--- src/rtl/cp0_unit_pkg.sv ---
// Shared CP0 definitions: exception codes, register numbers, field positions, defaults.
package cp0_unit_pkg;

  // Exception codes from the exception unit (6-bit bus, low 5 bits land in Cause.ExcCode)
  localparam logic [5:0] EXC_INT  = 6'd0;
  localparam logic [5:0] EXC_ADEL = 6'd4;
  localparam logic [5:0] EXC_ADES = 6'd5;
  localparam logic [5:0] EXC_ILOP = 6'd10;
  localparam logic [5:0] EXC_OVER = 6'd12;
  localparam logic [5:0] EXC_NONE = 6'h3F;

  // CP0 register numbers
  localparam logic [4:0] CP0_SR    = 5'd12;
  localparam logic [4:0] CP0_CAUSE = 5'd13;
  localparam logic [4:0] CP0_EPC   = 5'd14;
  localparam logic [4:0] CP0_PRID  = 5'd15;

  // Field positions
  localparam int SR_IE        = 0;
  localparam int SR_EXL       = 1;
  localparam int SR_IM_LO     = 10;
  localparam int SR_IM_HI     = 15;
  localparam int CAUSE_EXC_LO = 2;
  localparam int CAUSE_EXC_HI = 6;
  localparam int CAUSE_IP_LO  = 10;
  localparam int CAUSE_IP_HI  = 15;
  localparam int CAUSE_BD     = 31;

  localparam logic [31:0] HANDLER_PC_DEF = 32'h0000_4180;
  localparam logic [31:0] PRID_DEF       = 32'h0000_1024;

  // Processor mode is exactly the SR.EXL bit
  typedef enum logic {MODE_USER = 1'b0, MODE_HANDLER = 1'b1} cp0_mode_e;

endpackage

--- src/rtl/cp0_unit_if.sv ---
// M-stage <-> CP0 bus: pipeline side is master, CP0 is slave.
interface cp0_unit_if;
  logic [31:0] PCM;
  logic        BDM;
  logic [5:0]  Exception;
  logic [5:0]  HWInt;
  logic        CP0WE;
  logic [4:0]  CP0Addr;
  logic [31:0] CP0WD;
  logic        ERETM;
  logic [31:0] CP0RD;
  logic        GeneralFlush;
  logic        EretReq;
  logic [31:0] RedirectPC;
  logic [31:0] EPCOut;

  modport master (
    output PCM, BDM, Exception, HWInt, CP0WE, CP0Addr, CP0WD, ERETM,
    input  CP0RD, GeneralFlush, EretReq, RedirectPC, EPCOut
  );
  modport slave (
    input  PCM, BDM, Exception, HWInt, CP0WE, CP0Addr, CP0WD, ERETM,
    output CP0RD, GeneralFlush, EretReq, RedirectPC, EPCOut
  );
endinterface

--- src/rtl/cp0_unit.sv ---
// Coprocessor 0 at the M stage: SR/Cause/EPC/PRId, exception/interrupt entry, eret return.
module cp0_unit
  import cp0_unit_pkg::*;
#(
  parameter logic [31:0] HANDLER_PC = HANDLER_PC_DEF,
  parameter logic [31:0] PRID_VALUE = PRID_DEF
) (
  input  logic        clock,
  input  logic        reset,
  cp0_unit_if.slave   bus
);

  cp0_mode_e   r_mode;      // SR.EXL
  logic [5:0]  r_im;
  logic        r_ie;
  logic        r_bd;
  logic [5:0]  r_ip;
  logic [4:0]  r_exccode;
  logic [31:0] r_epc;

  logic        w_exl;
  logic        w_int_req;
  logic        w_exc_req;
  logic        w_flush;
  logic        w_eret;
  logic [31:0] w_victim_pc;
  logic [31:0] w_sr;
  logic [31:0] w_cause;

  assign w_exl       = (r_mode == MODE_HANDLER);
  assign w_int_req   = (|(bus.HWInt & r_im)) & r_ie & ~w_exl;
  assign w_exc_req   = (bus.Exception != EXC_NONE) & ~w_exl;
  assign w_flush     = w_int_req | w_exc_req;
  assign w_eret      = bus.ERETM & ~w_flush;
  // Delay-slot victims restart at the branch; wraps mod 2^32
  assign w_victim_pc = bus.BDM ? (bus.PCM - 32'd4) : bus.PCM;

  assign w_sr    = {16'd0, r_im, 8'd0, w_exl, r_ie};
  assign w_cause = {r_bd, 15'd0, r_ip, 3'd0, r_exccode, 2'b00};

  assign bus.GeneralFlush = w_flush;
  assign bus.EretReq      = w_eret;
  assign bus.RedirectPC   = w_flush ? HANDLER_PC : r_epc;
  assign bus.EPCOut       = r_epc;

  // mfc0 read port: plain register view, no bypass of a same-cycle mtc0
  always_comb begin
    bus.CP0RD = 32'd0;
    case (bus.CP0Addr)
      CP0_SR:    bus.CP0RD = w_sr;
      CP0_CAUSE: bus.CP0RD = w_cause;
      CP0_EPC:   bus.CP0RD = r_epc;
      CP0_PRID:  bus.CP0RD = PRID_VALUE;
      default:   bus.CP0RD = 32'd0;
    endcase
  end

  // Register/mode update: flush entry beats mtc0; eret clears EXL after any mtc0 SR write
  always_ff @(posedge clock) begin
    if (reset) begin
      r_mode    <= MODE_USER;
      r_im      <= '0;
      r_ie      <= 1'b0;
      r_bd      <= 1'b0;
      r_ip      <= '0;
      r_exccode <= '0;
      r_epc     <= '0;
    end else begin
      r_ip <= bus.HWInt;
      if (w_flush) begin
        r_mode    <= MODE_HANDLER;
        r_bd      <= bus.BDM;
        r_exccode <= w_int_req ? 5'd0 : bus.Exception[4:0];
        r_epc     <= w_victim_pc & 32'hFFFF_FFFC;
      end else begin
        if (bus.CP0WE) begin
          case (bus.CP0Addr)
            CP0_SR: begin
              r_im   <= bus.CP0WD[SR_IM_HI:SR_IM_LO];
              r_ie   <= bus.CP0WD[SR_IE];
              r_mode <= bus.CP0WD[SR_EXL] ? MODE_HANDLER : MODE_USER;
            end
            CP0_EPC: r_epc <= bus.CP0WD & 32'hFFFF_FFFC;
            default: ;
          endcase
        end
        if (w_eret) r_mode <= MODE_USER;
      end
    end
  end

endmodule
--- src/flat_wrapper.sv ---
// flat-port wrapper written by rule: the top's interface ports become plain ports
module cp0_unit_flat import cp0_unit_pkg::*;
#(
  parameter logic [31:0] HANDLER_PC = HANDLER_PC_DEF,
  parameter logic [31:0] PRID_VALUE = PRID_DEF
)
  (clock, reset, bus_PCM, bus_BDM, bus_Exception, bus_HWInt, bus_CP0WE, bus_CP0Addr, bus_CP0WD, bus_ERETM, bus_CP0RD, bus_GeneralFlush, bus_EretReq, bus_RedirectPC, bus_EPCOut);
  cp0_unit_if bus_i ();
  input  logic clock;
  input  logic reset;
  input wire logic [$bits(bus_i.PCM)-1:0] bus_PCM;
  input wire logic [$bits(bus_i.BDM)-1:0] bus_BDM;
  input wire logic [$bits(bus_i.Exception)-1:0] bus_Exception;
  input wire logic [$bits(bus_i.HWInt)-1:0] bus_HWInt;
  input wire logic [$bits(bus_i.CP0WE)-1:0] bus_CP0WE;
  input wire logic [$bits(bus_i.CP0Addr)-1:0] bus_CP0Addr;
  input wire logic [$bits(bus_i.CP0WD)-1:0] bus_CP0WD;
  input wire logic [$bits(bus_i.ERETM)-1:0] bus_ERETM;
  output wire logic [$bits(bus_i.CP0RD)-1:0] bus_CP0RD;
  output wire logic [$bits(bus_i.GeneralFlush)-1:0] bus_GeneralFlush;
  output wire logic [$bits(bus_i.EretReq)-1:0] bus_EretReq;
  output wire logic [$bits(bus_i.RedirectPC)-1:0] bus_RedirectPC;
  output wire logic [$bits(bus_i.EPCOut)-1:0] bus_EPCOut;
  assign bus_i.PCM = bus_PCM;
  assign bus_i.BDM = bus_BDM;
  assign bus_i.Exception = bus_Exception;
  assign bus_i.HWInt = bus_HWInt;
  assign bus_i.CP0WE = bus_CP0WE;
  assign bus_i.CP0Addr = bus_CP0Addr;
  assign bus_i.CP0WD = bus_CP0WD;
  assign bus_i.ERETM = bus_ERETM;
  assign bus_CP0RD = bus_i.CP0RD;
  assign bus_GeneralFlush = bus_i.GeneralFlush;
  assign bus_EretReq = bus_i.EretReq;
  assign bus_RedirectPC = bus_i.RedirectPC;
  assign bus_EPCOut = bus_i.EPCOut;
  cp0_unit #(.HANDLER_PC(HANDLER_PC), .PRID_VALUE(PRID_VALUE)) u_core (.clock(clock), .reset(reset), .bus(bus_i));
endmodule
--- config.mk ---
export PLATFORM = sky130hd
export DESIGN_NAME = cp0_unit_flat
export DESIGN_NICKNAME = d
export VERILOG_FILES = /design/src/rtl/cp0_unit_pkg.sv /design/src/rtl/cp0_unit_if.sv /design/src/rtl/cp0_unit.sv /design/src/flat_wrapper.sv
export SDC_FILE = /design/constraint.sdc
export NUM_CORES = 1
export LEC_CHECK = 0
export CAP_MARGIN = 5
export CORE_UTILIZATION = 60
export DETAILED_ROUTE_END_ITERATION = 8
export DONT_BUFFER_PORTS = 1
export PLACE_DENSITY = 0.76
export SYNTH_ARGS = -nofsm -noshare
export SYNTH_HDL_FRONTEND = slang
export SYNTH_SLANG_ARGS = --single-unit
--- constraint.sdc ---
create_clock -name clock -period 4.05 [get_ports clock]
set_input_delay 1.0125 -clock clock [delete_from_list [all_inputs] [get_ports clock]]
set_output_delay 1.0125 -clock clock [all_outputs]
set_load 0.01 [all_outputs]
==> metrics.txt, run 1 <==
Peak VDD IR around 0.20 mV; Design Area, Final 3470 sq um; Pwr per Cell Area between 300 and 400 nW/um^2; Ys Warns 0; leakage power between 0.0015 and 0.002 uW; Slew Viols, Final 0; Post-synth EDFFs 0; vias per cell 6.33; Layout area overhead 2.51%; Initial Utilization between 60 and 70%; Final Power 1090 uW; io pins approximately 180; CTS buffer count 5; Core Region around 5300 sq um; post-cts resize count 0; Post-Syn Instances ~420; Netlist cell types 42; slowest cell on the critical path a21oi_4; Post-route DRC 0; Seq. cell area around 1000 sq um; max-cap viol count 0; largest net degree at the start of global routing 78; Cell Chain, Critical Path a22oi_1 -> nand4_1 -> a21oi_4 -> buf_12 -> and2_1; WS Path Type input pin to output pin; ys async rst share 0%; CP Launch Point bus_HWInt[0]; via count 2969; Final setup viols 0; hold buffers post-CTS 0; fin worst setup slack 0.551 ns; Post-Route WL around 9100 um; H-tree depth 2; vias in the first global route 2720; filler instances 480; hold slack approximately 0.45 ns; TNS Setup 0 ns; fin nets between 400 and 500; DIE WIDTH between 70 and 80 um; clock root buffer clkbuf_8; Worst Skew approximately 0.014 ns; critical path data required time 3.04 ns; relative slew slack 44.4%; worst skew pair latency 0.31 ns; synthesized area ~3400 sq um; initial antenna violation count 0; Worst setup EP type output pin; CTS tree done; sequential area share after synthesis a little under 30%; Row Count 26; initial DRC count around 180; Placer Congestion between 0.8 and 0.9; first-pass GRT wire length approximately 14000 um; grt total ovfl 0; prevailing post-synth register cell dfxtp_1; final antenna-violating net count 0; ant diodes 0; Worst Hold Class flip-flop to flip-flop; gr usage total 29.9%; CTS max path bufs 2; setup bufs post-CTS 0; delay-heaviest family, CP compound AO/OA/AOI/OAI gates; final hold viol count 0; area of the multi-input gates about 2200 sq um; RSZ-0062 raised after global routing false; Avg Cell Area, Syn between 8 and 9 sq um; final worst path period need about 3.5 ns; status finished clean; Tcrit/Tclk final just under 90%; total clock sinks 50; Startpoint Class input pin; Seq cells post-synth 50; Die Area roughly 6000 sq um; Arrival @ worst endpoint approximately 2.5 ns; Placed Area between 3000 and 4000 sq um; hold path start u_core.r_exccode[3]; share of cells above drive strength 1 between 6 and 7%; Detail Placement HPWL 6840 um; Place WS between 0.5 and 0.6 ns; fmax 286 MHz; Worst-path clk slew roughly 0.090 ns; Crit path buffers/inverters 1; Worst Path Max Fanout 77; reg2reg start u_core.r_im[0]; Routed WL per cell ~20 um; Worst path max stage delay roughly 0.33 ns; Die Y approximately 77 um; port bufs 0; drt pass-1 iters 4; Worst-Margin Slew a little over 0.8 ns
-- where the power goes --
group	internal, uW	switching, uW	total (uW)	leakage (uW)
clock	125	185	310	0.0000447
combinational	83.1	111	194	0.00105
sequential	531	54.6	586	0.000415
total	739	350	1090	0.00151
-- registers in the layout (all words and copies together), names as in the netlist --
| signal | count |
|---|---|
| u_core.r_bd | 1 |
| u_core.r_mode | 1 |
| u_core.bus.EPCOut | 30 |
| u_core.r_ie | 1 |
| u_core.r_ip | 6 |
| u_core.r_im | 6 |
| u_core.r_exccode | 5 |
-- final timing paths --
kind                                        endpoint  slack (ns)  cells past startpoint
worst max-delay path              bus_RedirectPC[24]        0.55                      5
worst min-delay path             u_core.r_exccode[3]        0.45                      2
worst max register to register  u_core.bus.EPCOut[7]        1.60                      8
worst min register to register   u_core.r_exccode[3]        0.45                      2
-- area by class of cell --
cell class	instances	share of cell area, %
Timing Repair Buffer	4	1.22
Inverter	4	0.432
Tap cell	70	2.52
Sequential cell	50	28.8
Clock buffer	5	1.98
Multi-Input combinational cell	333	64.3
Clock inverter	3	0.720
-- routing by layer --
layer,track usage (%),routed length (um)
met1,38.2,3830
met2,48.1,4340
met3,9.76,803
met4,7.92,136
met5,0,0
-- cells by family after synthesis --
group           Yosys count  synth area share (%)
simple gates            183                  30.4
compound gates           75                  14.6
flops                    50                  29.5
mux                      43                  12.7
buf+inv                  38                  5.35
xor+xnor                 27                  6.98
fa+ha+maj                 1                 0.369
other cells               1                 0.111
-- through the flow --
stage	util (%)	std cells
floorplan	-	421
global placement	64.1	461
detailed placement	64.1	461
CTS	65.9	469
global route	65.9	469
finish	65.9	469
-- Yosys cell counts, types with 3 or more instances --
master	number	share of area (%)
dfxtp_1	50	30
nor2_1	48	5.3
mux2i_1	43	13
a21oi_1	30	4.4
and2_1	28	5.2
xnor2_1	24	6.2
and3_1	21	3.9
nand2_1	19	2.1
a211oi_1	17	3.8
clkbuf_1	16	1.8
a21o_1	14	3.1
nand3_1	11	1.6
nor3_1	11	1.6
nor4_1	11	2.0
buf_2	10	1.5
nor2b_1	10	1.8
a22oi_1	7	1.6
buf_4	7	1.6
nand4_1	5	0.92
inv_1	4	0.44
nand2b_1	4	0.74
xor2_1	3	0.78
-- cell usage in the layout (no fill, tap or decap), types with 5 or more instances in the layout --
cell,n
nor2_1,48
nor4_1,11
a21oi_1,29
nand3_1,10
clkbuf_8,5
and3_1,21
mux2i_1,43
nand4_1,5
and2_1,28
xnor2_1,24
dfxtp_1,50
a211oi_1,17
nor3_1,11
a21o_1,14
a22oi_1,7
nor2b_1,10
nand2_1,19
-- worst register-to-register path, delay by kind of cell (launching register included) --
family | cells | cell delay, ns
AO/OA/AOI/OAI | 3 | 0.79
buffers and inverters | 3 | 0.72
AND/OR/NAND/NOR | 2 | 0.53
flip-flops | 1 | 0.34
No activity file was read; power rests on OpenSTA's default activity.
==> run 2, diff against run 1 <==
--- a/config.mk
+++ b/config.mk
@@ -6,10 +6,10 @@
 export NUM_CORES = 1
 export LEC_CHECK = 0
 export CAP_MARGIN = 5
-export CORE_UTILIZATION = 60
+export CORE_UTILIZATION = 50
 export DETAILED_ROUTE_END_ITERATION = 8
 export DONT_BUFFER_PORTS = 1
-export PLACE_DENSITY = 0.76
+export PLACE_DENSITY = 0.68
 export SYNTH_ARGS = -nofsm -noshare
 export SYNTH_HDL_FRONTEND = slang
 export SYNTH_SLANG_ARGS = --single-unit
==> constraint.sdc (replaced) <==
create_clock -name clock -period 2.9 [get_ports clock]
set_input_delay 0.725 -clock clock [delete_from_list [all_inputs] [get_ports clock]]
set_output_delay 0.725 -clock clock [all_outputs]
set_load 0.01 [all_outputs]
==> run 2 against run 1 <==
Compared with the run above:
- the run now ends with design-rule violations left
- combinational power up 50%
- flip-flop and latch count unchanged
- total power up 42%
- count of clock-buffer cells in the layout unchanged
- cell count up 3.6%
- sequential share of layout area down 0.81 points
- non-clock buffer count up 10
- critical endpoint unchanged
- largest cell class unchanged
- highest routed layer unchanged
==> metrics.txt, run 2 (same netlist as run 1, synthesis figures left out) <==
vias in the first global route 2746; io pins between 150 and 200; post-cts resize count 0; fin worst setup slack between 0.2 and 0.3 ns; RSZ-0062 raised after global routing false; Startpoint Class input pin; reg2reg start u_core.r_im[3]; hold buffers post-CTS 0; H-tree depth 2; worst skew pair latency roughly 0.3 ns; setup bufs post-CTS 0; Detail Placement HPWL 7170 um; CP Launch Point bus_HWInt[3]; hold path start u_core.r_exccode[3]; Post-Route WL slightly above 9000 um; first-pass GRT wire length about 14000 um; share of cells above drive strength 1 between 8 and 9%; Placed Area 3480 sq um; Seq pwr share between 50% and 60%; Worst Path Max Fanout 27; Worst Hold Class flip-flop to flip-flop; grt total ovfl 0; filler instances between 600 and 700; CTS max path bufs 2; Internal Power 1050 uW; Design Area, Final ~3600 sq um; initial antenna violation count 0; drt pass-1 iters 7; Initial Utilization 52.5%; Worst setup EP type output pin; critical path data required time around 2.2 ns; Slew Viols, Final 0; total clock sinks 50; Place WS 0.296 ns; wire length on met3 772 um; clock group share of total power between 20% and 30%; gr usage total between 20% and 30%; Met2 Wirelength approximately 4400 um; largest net degree at the start of global routing 51; fmax 380 MHz; vias per cell ~6.2; leakage power between 0.0015 and 0.002 uW; Tcrit/Tclk final between 90% and 100%; uppermost layer routed met4; Worst-Margin Slew just under 0.8 ns; Layout area overhead 5.47%; DRT met1 WL a little under 4000 um; switching power approximately 500 uW; final worst path period need approximately 2.6 ns; most common cell after layout, fill and taps aside dfxtp_1; Peak VDD IR 0.225 mV; relative slew slack 47.5%; most frequent cells in the layout dfxtp_1 (50), nor2_1 (48), mux2i_1 (43); clock root buffer clkbuf_8; Final setup viols 0; Placer Congestion between 0.8 and 0.9; TNS Setup 0 ns; max reg flops 30; Die Y approximately 84 um; Die Area between 7000 and 8000 sq um; max-cap viol count 0; final hold viol count 0; fin nets roughly 500; status finished with violations; Arrival @ worst endpoint 1.90 ns; WS Path Type input pin to output pin; ant diodes 0; Routed WL per cell 18.9 um; port bufs 0; DIE WIDTH roughly 84 um; Worst Skew about 0.0080 ns; Switching Fraction around a third; Row Count 29; logic gate share of total power between 10% and 20%; CTS tree done; Pwr per Cell Area 432 nW/um^2; Post-route DRC 11; failing checks design-rule violations; Worst-path clk slew 0.10 ns; Core Region approximately 6500 sq um; final antenna-violating net count 0; initial DRC count between 100 and 150; via count around 3000; CTS buffer count 5
## run 2: stage by stage
step,utilization (%),cells,power (uW),hold slack (ns)
6_report,55.3,486,1540,0.454
4_1_cts,55.3,486,1560,0.455
3_3_place_gp,53.8,478,1120,0.432
3_5_place_dp,53.8,478,1130,0.440
5_1_grt,55.3,486,1620,0.454
2_1_floorplan,-,421,1060,0.429
## run 2: metal layers
layer	global-route usage, %	vias to the layer above
li1	-	1442
met1	31.7	1400
met2	40.3	140
met3	6.98	12
met4	6.90	0
met5	0	-
## run 2: final cells by class
class | instances | area (sq um) | share of cell area, %
multi-input combinational | 333 | 2230 | 62.5
sequential | 50 | 1000 | 28.0
timing repair buffer | 14 | 130 | 3.64
tap | 77 | 96.3 | 2.70
clock buffer | 5 | 68.8 | 1.93
clock inverter | 3 | 28.8 | 0.805
inverter | 4 | 15.0 | 0.420
## run 2: power groups by stage
stage          Clock, uW  Sequential (uW)  Combinational, uW
2_1_floorplan          0              811                248
3_3_place_gp           0              833                284
3_5_place_dp           0              834                291
4_1_cts              451              818                292
5_1_grt              478              825                319
6_report             434              818                291
## run 2: path summary, 6_finish.rpt
path                                             end  slack (ns)  cells past startpoint
worst min register to register   u_core.r_exccode[3]        0.45                      2
worst max-delay path              bus_RedirectPC[24]        0.27                      5
worst max register to register  u_core.bus.EPCOut[7]        0.79                      8
worst min-delay path             u_core.r_exccode[3]        0.45                      2
## run 2: critical path: stages
cell,delay [ns]
a22oi_1,0.29
nand4_1,0.22
a21oi_4,0.25
buf_12,0.20
and2_1,0.20
